$ cat src/rtl/word_entry_if.sv
// Bundles the word_entry control and result signals. The slave side is the
// word_entry block; the master side is whatever drives start/buttons/letter
// and consumes the finished word.
interface word_entry_if #(
  parameter int MAX_LEN = 8
);
  logic                   start;
  logic [4:0]             letter;
  logic                   commit_btn;
  logic                   delete_btn;
  logic                   rot_enable;
  logic                   rot_reload;
  logic [4:0]             rot_reload_val;
  logic [5*MAX_LEN-1:0]   word;
  logic [3:0]             length;
  logic                   busy;
  logic                   done;

  modport master (
    output start, letter, commit_btn, delete_btn,
    input  rot_enable, rot_reload, rot_reload_val, word, length, busy, done
  );

  modport slave (
    input  start, letter, commit_btn, delete_btn,
    output rot_enable, rot_reload, rot_reload_val, word, length, busy, done
  );
endinterface

$ cat src/rtl/word_entry.sv
// word_entry: collects up to MAX_LEN letters from the rotary selector using
// debounced commit/delete pushbuttons, reloads the selector for each new
// character position, and emits the finished word with a one-cycle done.
module word_entry #(
  parameter int MAX_LEN         = 8,
  parameter int DEBOUNCE_CYCLES = 250000
) (
  input  logic        clock,
  input  logic        reset,
  word_entry_if.slave bus
);

  localparam int            CW       = $clog2(DEBOUNCE_CYCLES + 1);
  localparam logic [CW-1:0] CNT_LAST = CW'(DEBOUNCE_CYCLES - 1);
  localparam logic [4:0]    END_CODE = 5'd26;
  localparam logic [4:0]    LAST_LTR = 5'd25;
  localparam logic [3:0]    LEN_MAX  = 4'(MAX_LEN);

  typedef enum logic [1:0] {
    IDLE,
    ENTER,
    DONE
  } state_t;

  // ---------------------------------------------------------------------
  // Button conditioning: bit 0 = commit, bit 1 = delete
  // ---------------------------------------------------------------------
  logic [1:0] raw;
  logic [1:0] sync1;
  logic [1:0] sync2;
  logic [1:0] level;
  logic [1:0] level_d;
  logic [1:0] pulse;
  logic       commit_p;
  logic       delete_p;

  assign raw      = {bus.delete_btn, bus.commit_btn};
  assign commit_p = pulse[0];
  assign delete_p = pulse[1];

  for (genvar g = 0; g < 2; g++) begin : g_btn
    logic [CW-1:0] cnt;

    // Synchronize, require DEBOUNCE_CYCLES consecutive differing samples
    // before accepting a new level, then register a rising-edge pulse.
    always_ff @(posedge clock or posedge reset) begin
      if (reset) begin
        sync1[g]   <= 1'b0;
        sync2[g]   <= 1'b0;
        level[g]   <= 1'b0;
        level_d[g] <= 1'b0;
        pulse[g]   <= 1'b0;
        cnt        <= '0;
      end else begin
        sync1[g]   <= raw[g];
        sync2[g]   <= sync1[g];
        level_d[g] <= level[g];
        pulse[g]   <= level[g] & ~level_d[g];
        if (sync2[g] == level[g]) begin
          cnt <= '0;
        end else if (cnt == CNT_LAST) begin
          cnt      <= '0;
          level[g] <= sync2[g];
        end else begin
          cnt <= cnt + CW'(1);
        end
      end
    end
  end

  // ---------------------------------------------------------------------
  // Entry FSM and output registers
  // ---------------------------------------------------------------------
  state_t               state;
  state_t               state_n;
  logic [5*MAX_LEN-1:0] word_q;
  logic [5*MAX_LEN-1:0] word_n;
  logic [3:0]           len_q;
  logic [3:0]           len_n;
  logic [3:0]           last_idx;
  logic [4:0]           removed;
  logic                 reload_q;
  logic                 reload_n;
  logic [4:0]           reload_val_q;
  logic [4:0]           reload_val_n;
  logic                 busy_q;
  logic                 done_q;

  // Next-state, word/length updates and selector reload requests.
  always_comb begin
    state_n      = state;
    word_n       = word_q;
    len_n        = len_q;
    reload_n     = 1'b0;
    reload_val_n = reload_val_q;
    last_idx     = len_q - 4'd1;
    removed      = END_CODE;

    for (int unsigned i = 0; i < MAX_LEN; i++) begin
      if (32'(last_idx) == i) begin
        removed = word_q[5*i +: 5];
      end
    end

    case (state)
      IDLE: begin
        if (bus.start) begin
          for (int unsigned i = 0; i < MAX_LEN; i++) begin
            word_n[5*i +: 5] = END_CODE;
          end
          len_n        = '0;
          state_n      = ENTER;
          reload_n     = 1'b1;
          reload_val_n = '0;
        end
      end

      ENTER: begin
        if (commit_p && !delete_p) begin
          if (bus.letter <= LAST_LTR) begin
            for (int unsigned i = 0; i < MAX_LEN; i++) begin
              if (32'(len_q) == i) begin
                word_n[5*i +: 5] = bus.letter;
              end
            end
            len_n = len_q + 4'd1;
            if (len_q + 4'd1 == LEN_MAX) begin
              state_n = DONE;
            end else begin
              reload_n     = 1'b1;
              reload_val_n = '0;
            end
          end else if (bus.letter == END_CODE && len_q != '0) begin
            state_n = DONE;
          end
        end else if (delete_p && !commit_p && len_q != '0) begin
          for (int unsigned i = 0; i < MAX_LEN; i++) begin
            if (32'(last_idx) == i) begin
              word_n[5*i +: 5] = END_CODE;
            end
          end
          len_n        = last_idx;
          reload_n     = 1'b1;
          reload_val_n = removed;
        end
      end

      DONE: begin
        state_n = IDLE;
      end

      default: begin
        state_n = IDLE;
      end
    endcase
  end

  // State and registered outputs; busy/done are decoded from the next state
  // so they line up with the state they describe.
  always_ff @(posedge clock or posedge reset) begin
    if (reset) begin
      state        <= IDLE;
      word_q       <= {MAX_LEN{END_CODE}};
      len_q        <= '0;
      reload_q     <= 1'b0;
      reload_val_q <= '0;
      busy_q       <= 1'b0;
      done_q       <= 1'b0;
    end else begin
      state        <= state_n;
      word_q       <= word_n;
      len_q        <= len_n;
      reload_q     <= reload_n;
      reload_val_q <= reload_val_n;
      busy_q       <= (state_n == ENTER);
      done_q       <= (state_n == DONE);
    end
  end

  assign bus.rot_enable     = busy_q;
  assign bus.busy           = busy_q;
  assign bus.done           = done_q;
  assign bus.rot_reload     = reload_q;
  assign bus.rot_reload_val = reload_val_q;
  assign bus.word           = word_q;
  assign bus.length         = len_q;

endmodule

$ cat src/flat_wrapper.sv
// flat-port wrapper written by rule: the top's interface ports become plain ports
module word_entry_flat 
#(
  parameter int MAX_LEN         = 8,
  parameter int DEBOUNCE_CYCLES = 250000
)
  (clock, reset, bus_start, bus_letter, bus_commit_btn, bus_delete_btn, bus_rot_enable, bus_rot_reload, bus_rot_reload_val, bus_word, bus_length, bus_busy, bus_done);
  word_entry_if #(.MAX_LEN(MAX_LEN)) bus_i ();
  input  logic clock;
  input  logic reset;
  input wire logic [$bits(bus_i.start)-1:0] bus_start;
  input wire logic [$bits(bus_i.letter)-1:0] bus_letter;
  input wire logic [$bits(bus_i.commit_btn)-1:0] bus_commit_btn;
  input wire logic [$bits(bus_i.delete_btn)-1:0] bus_delete_btn;
  output wire logic [$bits(bus_i.rot_enable)-1:0] bus_rot_enable;
  output wire logic [$bits(bus_i.rot_reload)-1:0] bus_rot_reload;
  output wire logic [$bits(bus_i.rot_reload_val)-1:0] bus_rot_reload_val;
  output wire logic [$bits(bus_i.word)-1:0] bus_word;
  output wire logic [$bits(bus_i.length)-1:0] bus_length;
  output wire logic [$bits(bus_i.busy)-1:0] bus_busy;
  output wire logic [$bits(bus_i.done)-1:0] bus_done;
  assign bus_i.start = bus_start;
  assign bus_i.letter = bus_letter;
  assign bus_i.commit_btn = bus_commit_btn;
  assign bus_i.delete_btn = bus_delete_btn;
  assign bus_rot_enable = bus_i.rot_enable;
  assign bus_rot_reload = bus_i.rot_reload;
  assign bus_rot_reload_val = bus_i.rot_reload_val;
  assign bus_word = bus_i.word;
  assign bus_length = bus_i.length;
  assign bus_busy = bus_i.busy;
  assign bus_done = bus_i.done;
  word_entry #(.MAX_LEN(MAX_LEN), .DEBOUNCE_CYCLES(DEBOUNCE_CYCLES)) u_core (.clock(clock), .reset(reset), .bus(bus_i));
endmodule
$ cat config.mk
export PLATFORM = sky130hd
export DESIGN_NAME = word_entry_flat
export DESIGN_NICKNAME = d
export VERILOG_FILES = /design/src/rtl/word_entry_if.sv /design/src/rtl/word_entry.sv /design/src/flat_wrapper.sv
export SDC_FILE = /design/constraint.sdc
export NUM_CORES = 1
export LEC_CHECK = 0
export BUFFER_PORTS_ARGS = -buffer_cell sky130_fd_sc_hd__clkbuf_2
export CORE_ASPECT_RATIO = 0.6
export CORE_UTILIZATION = 45
export CTS_CLUSTER_DIAMETER = 150
export DETAILED_ROUTE_END_ITERATION = 10
export PLACE_DENSITY = 0.66
export SLEW_MARGIN = 20
export SYNTH_ARGS = -nofsm -noshare
export SYNTH_HDL_FRONTEND = slang
export SYNTH_SLANG_ARGS = --single-unit
$ cat constraint.sdc
create_clock -name clock -period 5.6 [get_ports clock]
set_input_delay 1.4 -clock clock [delete_from_list [all_inputs] [get_ports clock]]
set_output_delay 1.4 -clock clock [all_outputs]
set_load 0.005 [all_outputs]
* After elaboration in Yosys (flattened, before gate mapping)
Index checks and enable logic that the tools add are counted.
W data, S select, Z words.
** Operators by class
- Bitwise logic cells :: 6
- Reductions and logical operators :: 23
- Add/sub/neg operators :: 4
- Equality and inequality tests :: 43
- Muxes and demuxes :: 56
- Magnitude comparators :: 1
** Operators with widths (count)
- $mux W40 :: 4
- $mux W5 :: 29
- $pmux W40 S2 :: 1
- $mux W18 :: 4
- $reduce_and A6 Y1 :: 8
- $add A18 B1 Y18 const B :: 2
- $eq A18 B18 Y1 const B :: 2
- $eq A4 B3 Y1 const B :: 8
- $ne A3 B3 Y1 const B :: 10
- $ne A3 B1 Y1 const B :: 9
- $eq A4 B2 Y1 const B :: 4
- $mux W4 :: 4
- $mux W2 :: 5
- $pmux W5 S2 :: 1
- $eq A4 B1 Y1 const B :: 2
- $logic_not A4 Y1 :: 2
- $pmux W4 S2 :: 1
- $eq A5 B5 Y1 const B :: 1
- $le A5 B5 Y1 const B :: 1
- $mux W1 :: 5
- $reduce_and A5 Y1 :: 1
- $add A4 B1 Y4 const B :: 1
- $eq A2 B1 Y1 const B :: 2
- $eq A4 B4 Y1 const B :: 1
- other kinds (15) :: 25
** Word-level totals
- Input bits :: 10
- Output and inout port bits :: 53
- Register bits after elaboration :: 100
- Logic and storage cells :: 159

* Depth between registers and ports, before layout
Gate-level depths: netlist of run 1.
- Word-level depth :: 13
- Depth in mapped cells :: 9
- Gate-level depth less buffers :: 7

* Worst setup path after synthesis of run 1
No wires, ideal clock.
- Path type :: in2reg
- Start :: in bus_letter[1]
- End :: reg u_core.word_q[30], in the netlist u_core.bus.word[30]
- Path slack :: 2933 ps
- Required time :: 5475 ps
- Path buffers :: 0
- Stages :: 5
- Setup time :: 125 ps
- Data arrival time :: 2543 ps
- Cell sequence :: o211a_1 -> nor2_1 -> o21bai_4 -> a21oi_2 -> mux2_2
** On the way
- Longest elaborated chain between the ends :: 3
** Ends and longest elaborated chain
- start, declared :: RTL line flat_wrapper.sv:12 : input wire logic [$bits(bus_i.letter)-1:0] bus_letter;
- $le A5 B5 Y1 :: RTL line word_entry.sv:120 : if (bus.letter <= LAST_LTR) begin
- $ne A3 B3 Y1 (no line)
- $reduce_and A6 Y1 (no line)
- end signal, assigned :: RTL line word_entry.sv:163 : word_q <= {MAX_LEN{END_CODE}};
- end signal, assigned :: RTL line word_entry.sv:171 : word_q <= word_n;
- end, declared :: RTL line word_entry.sv:76 : logic [5*MAX_LEN-1:0] word_q;
No other way between the ends.
A chain may end at the register's enable or synchronous reset.

* Worst setup path in the final report of run 1
- Start :: reg u_core.len_q[0], in the netlist u_core.bus.length[0]
- End :: reg u_core.reload_val_q[2], in the netlist u_core.bus.rot_reload_val[2]
** On the way
- Longest elaborated chain between the ends :: 13
- Elaborated cells on any way between the ends :: 27
- Classes of those cells :: add/sub: 2; eq/ne: 10; mux: 11; reduce/logical: 4
** Ends and longest elaborated chain
- start, declared :: RTL line word_entry.sv:78 : logic [3:0] len_q;
- start signal, assigned :: RTL line word_entry.sv:172 : len_q <= len_n;
- $sub A4 B1 Y4 :: RTL line word_entry.sv:96 : last_idx = len_q - 4'd1;
- $logic_not A4 Y1 :: RTL line word_entry.sv:100 : if (32'(last_idx) == i) begin
- $mux W5 (8 in a row) :: RTL line word_entry.sv:100
- $mux W5 :: RTL line word_entry.sv:136 : end else if (delete_p && !commit_p && len_q != '0) begin
- $mux W5 :: RTL line word_entry.sv:119 : if (commit_p && !delete_p) begin
- $pmux W5 S2 :: RTL line word_entry.sv:105 : case (state)
- end signal, assigned :: RTL line word_entry.sv:174 : reload_val_q <= reload_val_n;
- end, declared :: RTL line word_entry.sv:84 : logic [4:0] reload_val_q;
Several ways; a longest one is shown, not always the timed one. The select of a mux whose other input is x is not followed.

==> metrics.txt, run 1 <==
area of the multi-input gates 2470 um^2; synth unique cells 64; largest family of logic cells by synthesized area simple AND/OR/NAND/NOR gates; commonest non-fill, non-tap cells in the layout 76 x dfrtp_1, 62 x clkbuf_2, 58 x nor2_1, 25 x nand2_1; pin count of the biggest net entering global routing between 50 and 60; Core ar. 10900 um^2; CTS tree built; Crit. End Element flip-flop; DRT Pass-1 Iters 6; Slew Viols, Final 0; WL per Instance 18.4 um; flop and latch count out of synthesis 100; worst skew pair latency 0.35 ns; global-route wire length before repair 20.8 mm; hold buffers post-CTS 0; Post-Syn Instances 505; Seq/Total Area, Yosys 0.487; Tmin final just over 3 ns; hold path depth 0; mux cell area share after synthesis 0.0491; fill count 953; Fin Clk Skew about 0.0096 ns; register area 2530 um^2; TritonCTS Buffers 9; Buffers on Ports 62; syn_nets 524; startpoint class of the critical path flip-flop; Simple-Gate Fraction of Synth Area 0.187; fin crit share 0.541; Post-Route Setup TNS 0 ns; Rows 29; Total GRT Usage 0.228; Compound-Gate Fraction of Synth Area 0.159; final worst slack 2.57 ns; share of cells above drive strength 1 0.250; Die Height 85.2 um; Diodes inserted 0; vias in the first global route 3833; antenna violations before repair 0; xor-xnor portion of the synthesized cell area 0.0590; Synth-to-Final Area Change 13.3%; max_cap viols 0; CP max-delay cell nor3_1; asr flop ratio synth 1.00; grt met3 use 0.0632; DR vias 4096; max incr delay on CP 0.67 ns; maximum vdd ir drop 0.146 mV; total power about 0.0017 W; number of synthesized flops with an enable pin 0; CP Data Arrival Time 3.32 ns; PwrDens between 200 and 300 nW/um^2; WHS approximately 0.35 ns; critical path peak fanout 16; CTS root buf clkbuf_16; synthesized area 5200 um^2; die width 141 um; CP Class reg2reg; Post-synth top flop dfrtp_1; setup violators final 0; Post-Synth Adder-Cell Area 0.0217; Post-CTS Setup Repair Bufs 0; Layout Utilization 0.541; met1 usage 0.369; gr ovfl total 0; total die area 12000 um^2; synth warn 0; crit path cell chain inv_1, ha_1, nor3b_2, nor3_1, o21ai_0, a31oi_1, a21o_1; unrepaired setup endpoints after global routing no; htree depth 3; worst endpoint required time 5.89 ns; pre-CTS WS 2.54 ns; 1st-iter DRT viols 371; worst min path class reg2reg; R2R depth 7; clock slew seen by the registers of the worst setup and hold paths 0.07 ns; outcome finished clean; DRC viols 0; Fmax between 300 and 400 MHz; initial core utilization 0.477; gpl congestion between 0.9 and 1; gr busiest metal met1; Nets roughly 570; Final Hold Viols 0; vias per inst between 5 and 6; clock sink count 100; M2 GR Usage 0.289; Final ANT Viol Nets 0; post_cts resized 0; most common cell after layout, fill and taps aside dfrtp_1; synthesized area per cell 10.3 um^2; relative slew slack 0.218; Slew @ Worst Pin 1.17 ns; Pleak about 2.6 nW; CTS Buffer Depth 2; WL final roughly 13 mm; post-DP HPWL around 9.5 mm; I/O pin count 63
-- layer usage --
metal | part of all wire | vias to the layer above
met5 | 0 | -
met4 | 0.011 | 0
met3 | 0.089 | 19
met2 | 0.38 | 173
met1 | 0.52 | 2013
li1 | - | 1891
-- worst max-delay path: cells and delay by family (launching register included) --
family,cells,cell delay [ns]
flops,1,0.65
fa+ha+maj,1,0.41
buf+inv,1,0.17
compound gates,3,0.78
simple gates,2,0.95
-- registers in the layout, summed over array words and instances, names as in the netlist --
name / count
u_core.state: 2
u_core.commit_p: 1
u_core.level: 2
u_core.bus.busy: 1
u_core.sync2: 2
u_core.bus.rot_reload: 1
u_core.bus.rot_reload_val: 5
u_core.sync1: 2
u_core.delete_p: 1
u_core.level_d: 2
u_core.g_btn.cnt: 36
u_core.bus.length: 4
u_core.bus.word: 40
u_core.bus.done: 1
-- final cells by class --
type	instances	area share
Tap cell	139	0.0295
Timing Repair Buffer	63	0.0540
Inverter	19	0.0125
Clock buffer	11	0.0395
Multi-Input combinational cell	362	0.420
Clock inverter	5	0.0145
Sequential cell	100	0.430
-- per-stage QoR --
step	instance area [um^2]	instances
after floorplan	5200	505
after global placement	5570	683
after detailed placement	5570	683
after CTS	5890	699
after global routing	5890	699
final	5890	699
-- Yosys cell counts, types with 3 or more instances --
| library cell | number | area share |
|---|---|---|
| a211oi_1 | 5 | 0.0072 |
| a21o_1 | 10 | 0.014 |
| a21oi_1 | 13 | 0.013 |
| a21oi_2 | 3 | 0.0051 |
| a22o_1 | 8 | 0.013 |
| a22oi_1 | 3 | 0.0043 |
| a2bb2oi_1 | 9 | 0.015 |
| a31oi_1 | 7 | 0.0084 |
| and2_1 | 6 | 0.0072 |
| and3_1 | 9 | 0.011 |
| and4_1 | 3 | 0.0051 |
| buf_2 | 8 | 0.0077 |
| buf_4 | 4 | 0.0058 |
| clkbuf_1 | 11 | 0.0079 |
| dfrtp_1 | 76 | 0.37 |
| dfstp_2 | 24 | 0.12 |
| ha_1 | 9 | 0.022 |
| inv_1 | 19 | 0.014 |
| mux2_2 | 20 | 0.043 |
| mux2i_1 | 3 | 0.0058 |
| nand2_1 | 25 | 0.018 |
| nand2b_1 | 10 | 0.012 |
| nand3_1 | 22 | 0.021 |
| nand4_1 | 6 | 0.0072 |
| nor2_1 | 58 | 0.042 |
| nor2b_1 | 8 | 0.0096 |
| nor3_1 | 15 | 0.014 |
| nor4_1 | 5 | 0.0060 |
| o211ai_1 | 8 | 0.012 |
| o21a_1 | 5 | 0.0072 |
| o21ai_0 | 14 | 0.013 |
| o221ai_1 | 3 | 0.0051 |
| or3_1 | 4 | 0.0048 |
| xnor2_1 | 24 | 0.040 |
| xor2_1 | 11 | 0.019 |
-- logic make-up after synthesis --
group | count (synthesis)
xor+xnor | 35
fa+ha+maj | 9
flops | 100
compound gates | 108
mux | 23
buf+inv | 43
simple gates | 187
-- path summary, 6_finish.rpt --
path	startpoint	endpoint	slack, ns
setup / recovery	u_core.bus.length[0]$_DFFE_PP0P_	u_core.bus.rot_reload_val[2]$_DFFE_PP0P_	2.57
hold / removal	u_core.sync1[1]$_DFF_PP0_	u_core.sync2[1]$_DFF_PP0_	0.35
setup reg to reg	u_core.bus.length[0]$_DFFE_PP0P_	u_core.bus.rot_reload_val[2]$_DFFE_PP0P_	2.57
hold reg to reg	u_core.sync1[1]$_DFF_PP0_	u_core.sync2[1]$_DFF_PP0_	0.35
max in group asynchronous	reset	u_core.bus.word[36]$_DFFE_PP1P_	3.46
min in group asynchronous	reset	u_core.bus.done$_DFF_PP0_	1.13
-- report_power, final --
part	switching, W	internal (W)	leakage [nW]
Sequential	0.0000419	0.000762	1.28
Combinational	0.000140	0.0000881	1.15
Clock	0.000268	0.000394	0.150
Total	0.000449	0.00124	2.59
(Power assumes the default switching activity.)
==> run 2, diff against run 1 <==
Settings changed: ABC_AREA set to 1.
Clock period 5.6 ns to 3.08 ns, I/O delays scaled along.
==> run 2 against run 1 <==
Sequential cell count did not move. Sequential power rose by 94%. Sequential share of layout area fell by 1.7 points. Fmax rose by 21%. Clock power rose by 92%. Highest routed layer unchanged.
==> metrics.txt, run 2 <==
outcome finished clean; startpoint class of the critical path flip-flop; Core ar. 11300 um^2; Internal ~0.0025 W; gpl congestion 0.894; PwrDens 567 nW/um^2; critical path peak fanout 13; CP Class reg2reg; Crit. End Element flip-flop; most frequent cell after synthesis nand2_1; gr ovfl total 0; vias per inst roughly 5.1; die width 142 um; r2r setup slk between 0.5 and 0.6 ns; DR vias 4392; max_cap viols 0; share of cells above drive strength 1 0.227; DRC viols 0; Post-Syn Instances 629; worst endpoint required time 3.29 ns; Post-Route Setup TNS 0 ns; htree depth 3; clock sink count 100; flop and latch count out of synthesis 100; fin crit share 0.815; most frequent cells after synthesis 152 x nand2_1, 76 x dfrtp_1, 75 x inv_1, 61 x nor2_1, 42 x o21ai_1; maximum vdd ir drop around 0.28 mV; most frequent CP cell nand2_1; post_cts resized 0; number of synthesized flops with an enable pin 0; R2R Path Start u_core.bus.length[1]$_DFFE_PP0P_; TritonCTS Buffers 9; worst hold start u_core.sync1[1]$_DFF_PP0_; placed cell areas 5790 um^2; Post-CTS Setup Repair Bufs 0; Rows 30; post-synth top area share 0.361; hold buffers post-CTS 0; 1st-iter DRT viols about 330; syn_nets 648; Final Hold Viols 0; asr flop ratio synth 1.00; CP bufs+invs 3; I/O pin count 63; Total GRT Usage 0.233; hold path depth 0; CP max-delay cell dfrtp_1; pin count of the biggest net entering global routing 39; sequential power share 0.450; crit path cell chain inv_1, ha_1, inv_2, nand2_1, nand2_1, inv_4, nor2_4, nand2_1, nand2_1, nand3_4, nand2_1, o21ai_1; Final ANT Viol Nets 0; vias in the first global route around 4300; Switch Pwr 0.00100 W; synth unique cells 44; area of the multi-input gates 2340 um^2; fill count 1044; Buffers on Ports 62; WL final 12.9 mm; Fin Clk Skew 0.00729 ns; Clock power frac 0.364; register area 2530 um^2; post-synth top area cell dfrtp_1; final instance area 6130 um^2; post-DP HPWL 9.61 mm; unrepaired setup endpoints after global routing no; CP Data Arrival Time 2.72 ns; setup violators final 0; worst min path class reg2reg; Diodes inserted 0; Sw Share 0.288; total die area around 12000 um^2; Pleak approximately 2.9 nW; family with the most delay on the worst path simple AND/OR/NAND/NOR gates; Hold Crit Endpoint u_core.sync2[1]$_DFF_PP0_; Post-synth top flop dfrtp_1; Slew Viols, Final 0; synth top area cells dfrtp_1 36%, dfstp_2 12%, nand2_1 11%; combinational fraction of design power 0.186; worst skew pair latency 0.34 ns; synthesized area 5270 um^2; clock slew seen by the registers of the worst setup and hold paths 0.07 ns; Slew @ Worst Pin 0.758 ns; synthesized area per cell 8.37 um^2; antenna violations before repair 0; WL per Instance 14.9 um; Die Height 85.8 um; initial core utilization 0.465; synth warn 0; CTS Buffer Depth 2; Nets between 700 and 800; CTS root buf clkbuf_16; R2R Path End u_core.bus.word[25]$_DFFE_PP0P_; commonest non-fill, non-tap cells in the layout 152 x nand2_1, 76 x dfrtp_1, 74 x inv_1, 62 x clkbuf_2, 61 x nor2_1; DRT Pass-1 Iters 5; max incr delay on CP 0.53 ns; relative slew slack 0.494; max reg flops 40; Fmax 398 MHz; Synth-to-Final Area Change 16.5%; CTS tree built; Seq/Total Area, Yosys 0.481; R2R depth 12; global-route wire length before repair 21.8 mm; most common cell after layout, fill and taps aside nand2_1; Tmin final between 2 and 3 ns
[run 2: changes by cell type in the layout (fill, tap and decap cells not counted), sizes merged, moves of 16 or more]
cell	delta
nand2	+131
o21ai	+52
nand3	+16
mux2	-19
nor2	+16
xnor2	-24
inv	+69
[run 2: per-stage QoR]
step	hold slack, ns	std cells	utilization	setup WS (ns)	total power (W)
after floorplan	0.331	629	-	1.13	0.00199
after global placement	0.333	850	0.511	0.730	0.00221
after detailed placement	0.335	850	0.511	0.589	0.00223
after CTS	0.350	866	0.541	0.577	0.00350
after global routing	0.357	866	0.541	0.296	0.00367
final	0.349	866	0.541	0.570	0.00348
[run 2: how the worst max path moves through the flow]
stage                     depth (start not counted)                                        to                             start  slack (ns)
after floorplan                                  13           u_core.bus.word[25]$_DFFE_PP0P_  u_core.bus.length[1]$_DFFE_PP0P_        1.13
after global routing                             14  u_core.bus.rot_reload_val[2]$_DFFE_PP0P_  u_core.bus.length[0]$_DFFE_PP0P_        0.30
after CTS                                        12           u_core.bus.word[25]$_DFFE_PP0P_  u_core.bus.length[1]$_DFFE_PP0P_        0.58
after detailed placement                         12           u_core.bus.word[25]$_DFFE_PP0P_  u_core.bus.length[1]$_DFFE_PP0P_        0.59
final                                            12           u_core.bus.word[25]$_DFFE_PP0P_  u_core.bus.length[1]$_DFFE_PP0P_        0.57
after global placement                           12           u_core.bus.word[27]$_DFFE_PP0P_  u_core.bus.length[1]$_DFFE_PP0P_        0.73
[run 2: cell families (layout without fill, tap and decap cells)]
family	Yosys count	in the layout	synth area share
simple gates	312	312	0.286
flops	100	100	0.481
buf+inv	97	174	0.0748
compound gates	96	96	0.112
xor+xnor	14	14	0.0233
fa+ha+maj	9	9	0.0214
mux	1	1	0.00214
[run 2: layout make-up]
| cell class | instances | area share |
|---|---|---|
| well taps | 160 | 0.0326 |
| clock buffers | 13 | 0.0443 |
| multi-input cells | 432 | 0.381 |
| flip-flops and latches | 100 | 0.413 |
| repair buffers | 67 | 0.0608 |
| inverters | 91 | 0.0567 |
| clock inverters | 3 | 0.0112 |
[run 2: per-layer routing]
metal | GRT usage | up-vias | wire (um)
li1 | - | 2180 | -
met1 | 0.335 | 2083 | 6460
met2 | 0.343 | 115 | 5430
met3 | 0.0698 | 14 | 802
met4 | 0.0626 | 0 | 183
met5 | 0 | - | 0
[run 2: power groups by stage]
stage          combinational, W  clock [W]  sequential (W)
2_1_floorplan          0.000426          0         0.00157
3_3_place_gp           0.000631          0         0.00158
3_5_place_dp           0.000643          0         0.00159
4_1_cts                0.000648    0.00129         0.00156
5_1_grt                0.000747    0.00135         0.00158
6_report               0.000648    0.00127         0.00156
==> run 3, diff against run 2 <==
Settings changed: PLACE_DENSITY 0.66 to 0.69.
Clock period 3.08 ns to 2.3 ns, I/O delays scaled along.
==> run 3 against run 2 <==
Non-clock buffer count rose by 8. Sequential cell count did not move. Register-to-register slack got worse by 0.34 ns. Design area rose by 0.53%. Fmax rose by 21%. Critical endpoint is now u_core.bus.rot_reload_val[3]$_DFFE_PP0P_. Die area did not move. Total power rose by 33%. Largest power group unchanged. Global-route usage fell by 0.91 points.
==> metrics.txt, run 3 (same netlist as run 2, synthesis figures left out) <==
Core ar. ~11000 um^2; initial core utilization 0.465; Synth-to-Final Area Change 17.1%; CTS tree built; startpoint class of the critical path flip-flop; Final Hold Viols 0; area of the multi-input gates between 2000 and 2500 um^2; share of cells above drive strength 1 0.237; Post-Route Setup TNS 0 ns; max_cap viols 0; WL per Instance 14.3 um; Buffers on Ports 62; Crit. End Element flip-flop; maximum vdd ir drop slightly above 0.4 mV; global-route wire length before repair ~21 mm; Crit. Startpoint u_core.bus.length[1]$_DFFE_PP0P_; 1st-iter DRT viols 386; crit path cell chain inv_1, ha_1, inv_2, nand2_1, nand2_1, inv_4, nand2_4, nor2_8, nand3_1, nand2_1, nand3_1, nand2_1, nand2_1, nand2_1, nand2_1, nand2_1, nand2_1; register area 2530 um^2; Pleak 2.95 nW; clock slew seen by the registers of the worst setup and hold paths 0.07 ns; Fin Clk Skew 0.00893 ns; total die area 12200 um^2; antenna violations before repair 0; critical path peak fanout 8; commonest non-fill, non-tap cells in the layout 152 x nand2_1, 76 x dfrtp_1, 74 x inv_1, 62 x clkbuf_2, 61 x nor2_1; total power 0.00462 W; max incr delay on CP 0.38 ns; worst endpoint required time 2.54 ns; max reg flops 40; vias in the first global route ~4000; die width 142 um; post-DP HPWL between 9 and 10 mm; fin crit share 0.901; htree depth 3; clock sink count 100; WL final roughly 13 mm; DRC viols 0; CP bufs+invs 3; Post-CTS Setup Repair Bufs 0; CP Class reg2reg; family with the most delay on the worst path simple AND/OR/NAND/NOR gates; relative slew slack 0.567; fill count 1054; gr ovfl total 0; Rows 30; Die Height 85.8 um; gpl congestion 0.906; I/O pin count 63; CP max-delay cell dfrtp_1; TritonCTS Buffers 9; Slew @ Worst Pin 0.649 ns; PwrDens 748 nW/um^2; Total GRT Usage 0.224; unrepaired setup endpoints after global routing no; worst skew pair latency 0.35 ns; most frequent CP cell nand2_1; R2R Path Start u_core.bus.length[1]$_DFFE_PP0P_; Nets 728; DRT Pass-1 Iters 5; worst min path class in2async; vias per inst 5.03; Slew Viols, Final 0; CTS root buf clkbuf_16; CP Data Arrival Time roughly 2.3 ns; outcome finished clean; hold buffers post-CTS 0; setup violators final 0; Tmin final between 2 and 2.5 ns; Diodes inserted 0; CTS Buffer Depth 2; DR vias 4396; post_cts resized 0; Final ANT Viol Nets 0; pin count of the biggest net entering global routing 36; most common cell after layout, fill and taps aside nand2_1; Fmax 482 MHz
[run 3: cell count changes in the layout (fill, tap and decap cells not counted), sizes merged]
cell,change
buf,+8
clkbuf,-2
clkinv,+1
inv,+1
[run 3: layer usage]
metal | vias to the layer above | track usage | share of wire
met3 | 13 | 0.0659 | 0.079
met4 | 0 | 0.0616 | 0.012
met1 | 2060 | 0.324 | 0.49
met5 | - | 0 | 0
met2 | 132 | 0.327 | 0.42
li1 | 2191 | - | -
[run 3: stage by stage]
step / setup slack [ns] / area, um^2 / hold slack, ns / std cells / utilization
2_1_floorplan: 0.351 / 5270 / 0.331 / 629 / -
3_3_place_gp: 0.328 / 5840 / 0.334 / 858 / 0.515
3_5_place_dp: 0.275 / 5840 / 0.335 / 858 / 0.515
4_1_cts: 0.249 / 6170 / 0.314 / 874 / 0.544
5_1_grt: 0.0000397 / 6170 / 0.322 / 874 / 0.544
6_report: 0.227 / 6170 / 0.305 / 874 / 0.544
[run 3: worst paths after layout]
path | to | slack, ns | cells after the start
max | u_core.bus.rot_reload_val[3]$_DFFE_PP0P_ | 0.23 | 17
min | u_core.sync1[1]$_DFF_PP0_ | 0.30 | 2
max reg2reg | u_core.bus.rot_reload_val[3]$_DFFE_PP0P_ | 0.23 | 17
min reg2reg | u_core.sync2[1]$_DFF_PP0_ | 0.35 | 0
max in group asynchronous | u_core.bus.word[38]$_DFFE_PP1P_ | 1.32 | 3
min in group clock | u_core.sync1[1]$_DFF_PP0_ | 0.33 | 1
[run 3: area by class of cell]
cell class                 instances  area share
multi-input combinational        432       0.379
timing repair buffer              75      0.0682
tap                              160      0.0325
clock inverter                     5      0.0134
inverter                          91      0.0564
sequential                       100       0.411
clock buffer                      11      0.0394
[run 3: worst reg2reg max path, cell delays in order (launching register included)]
cell and delay [ns]:
dfrtp_1 0.38, inv_1 0.13, ha_1 0.22, inv_2 0.07, nand2_1 0.06, nand2_1 0.11, inv_4 0.14, nand2_4 0.09
nor2_8 0.14, nand3_1 0.09, nand2_1 0.08, nand3_1 0.07, nand2_1 0.12, nand2_1 0.06, nand2_1 0.06, nand2_1 0.05
nand2_1 0.07, nand2_1 0.05
[run 3: report_power, final]
part / switching, W / total, W / internal (W)
sequential: 0.000118 / 0.00208 / 0.00196
combinational: 0.000575 / 0.000900 / 0.000325
clock: 0.000652 / 0.00164 / 0.000987
total: 0.00134 / 0.00462 / 0.00327
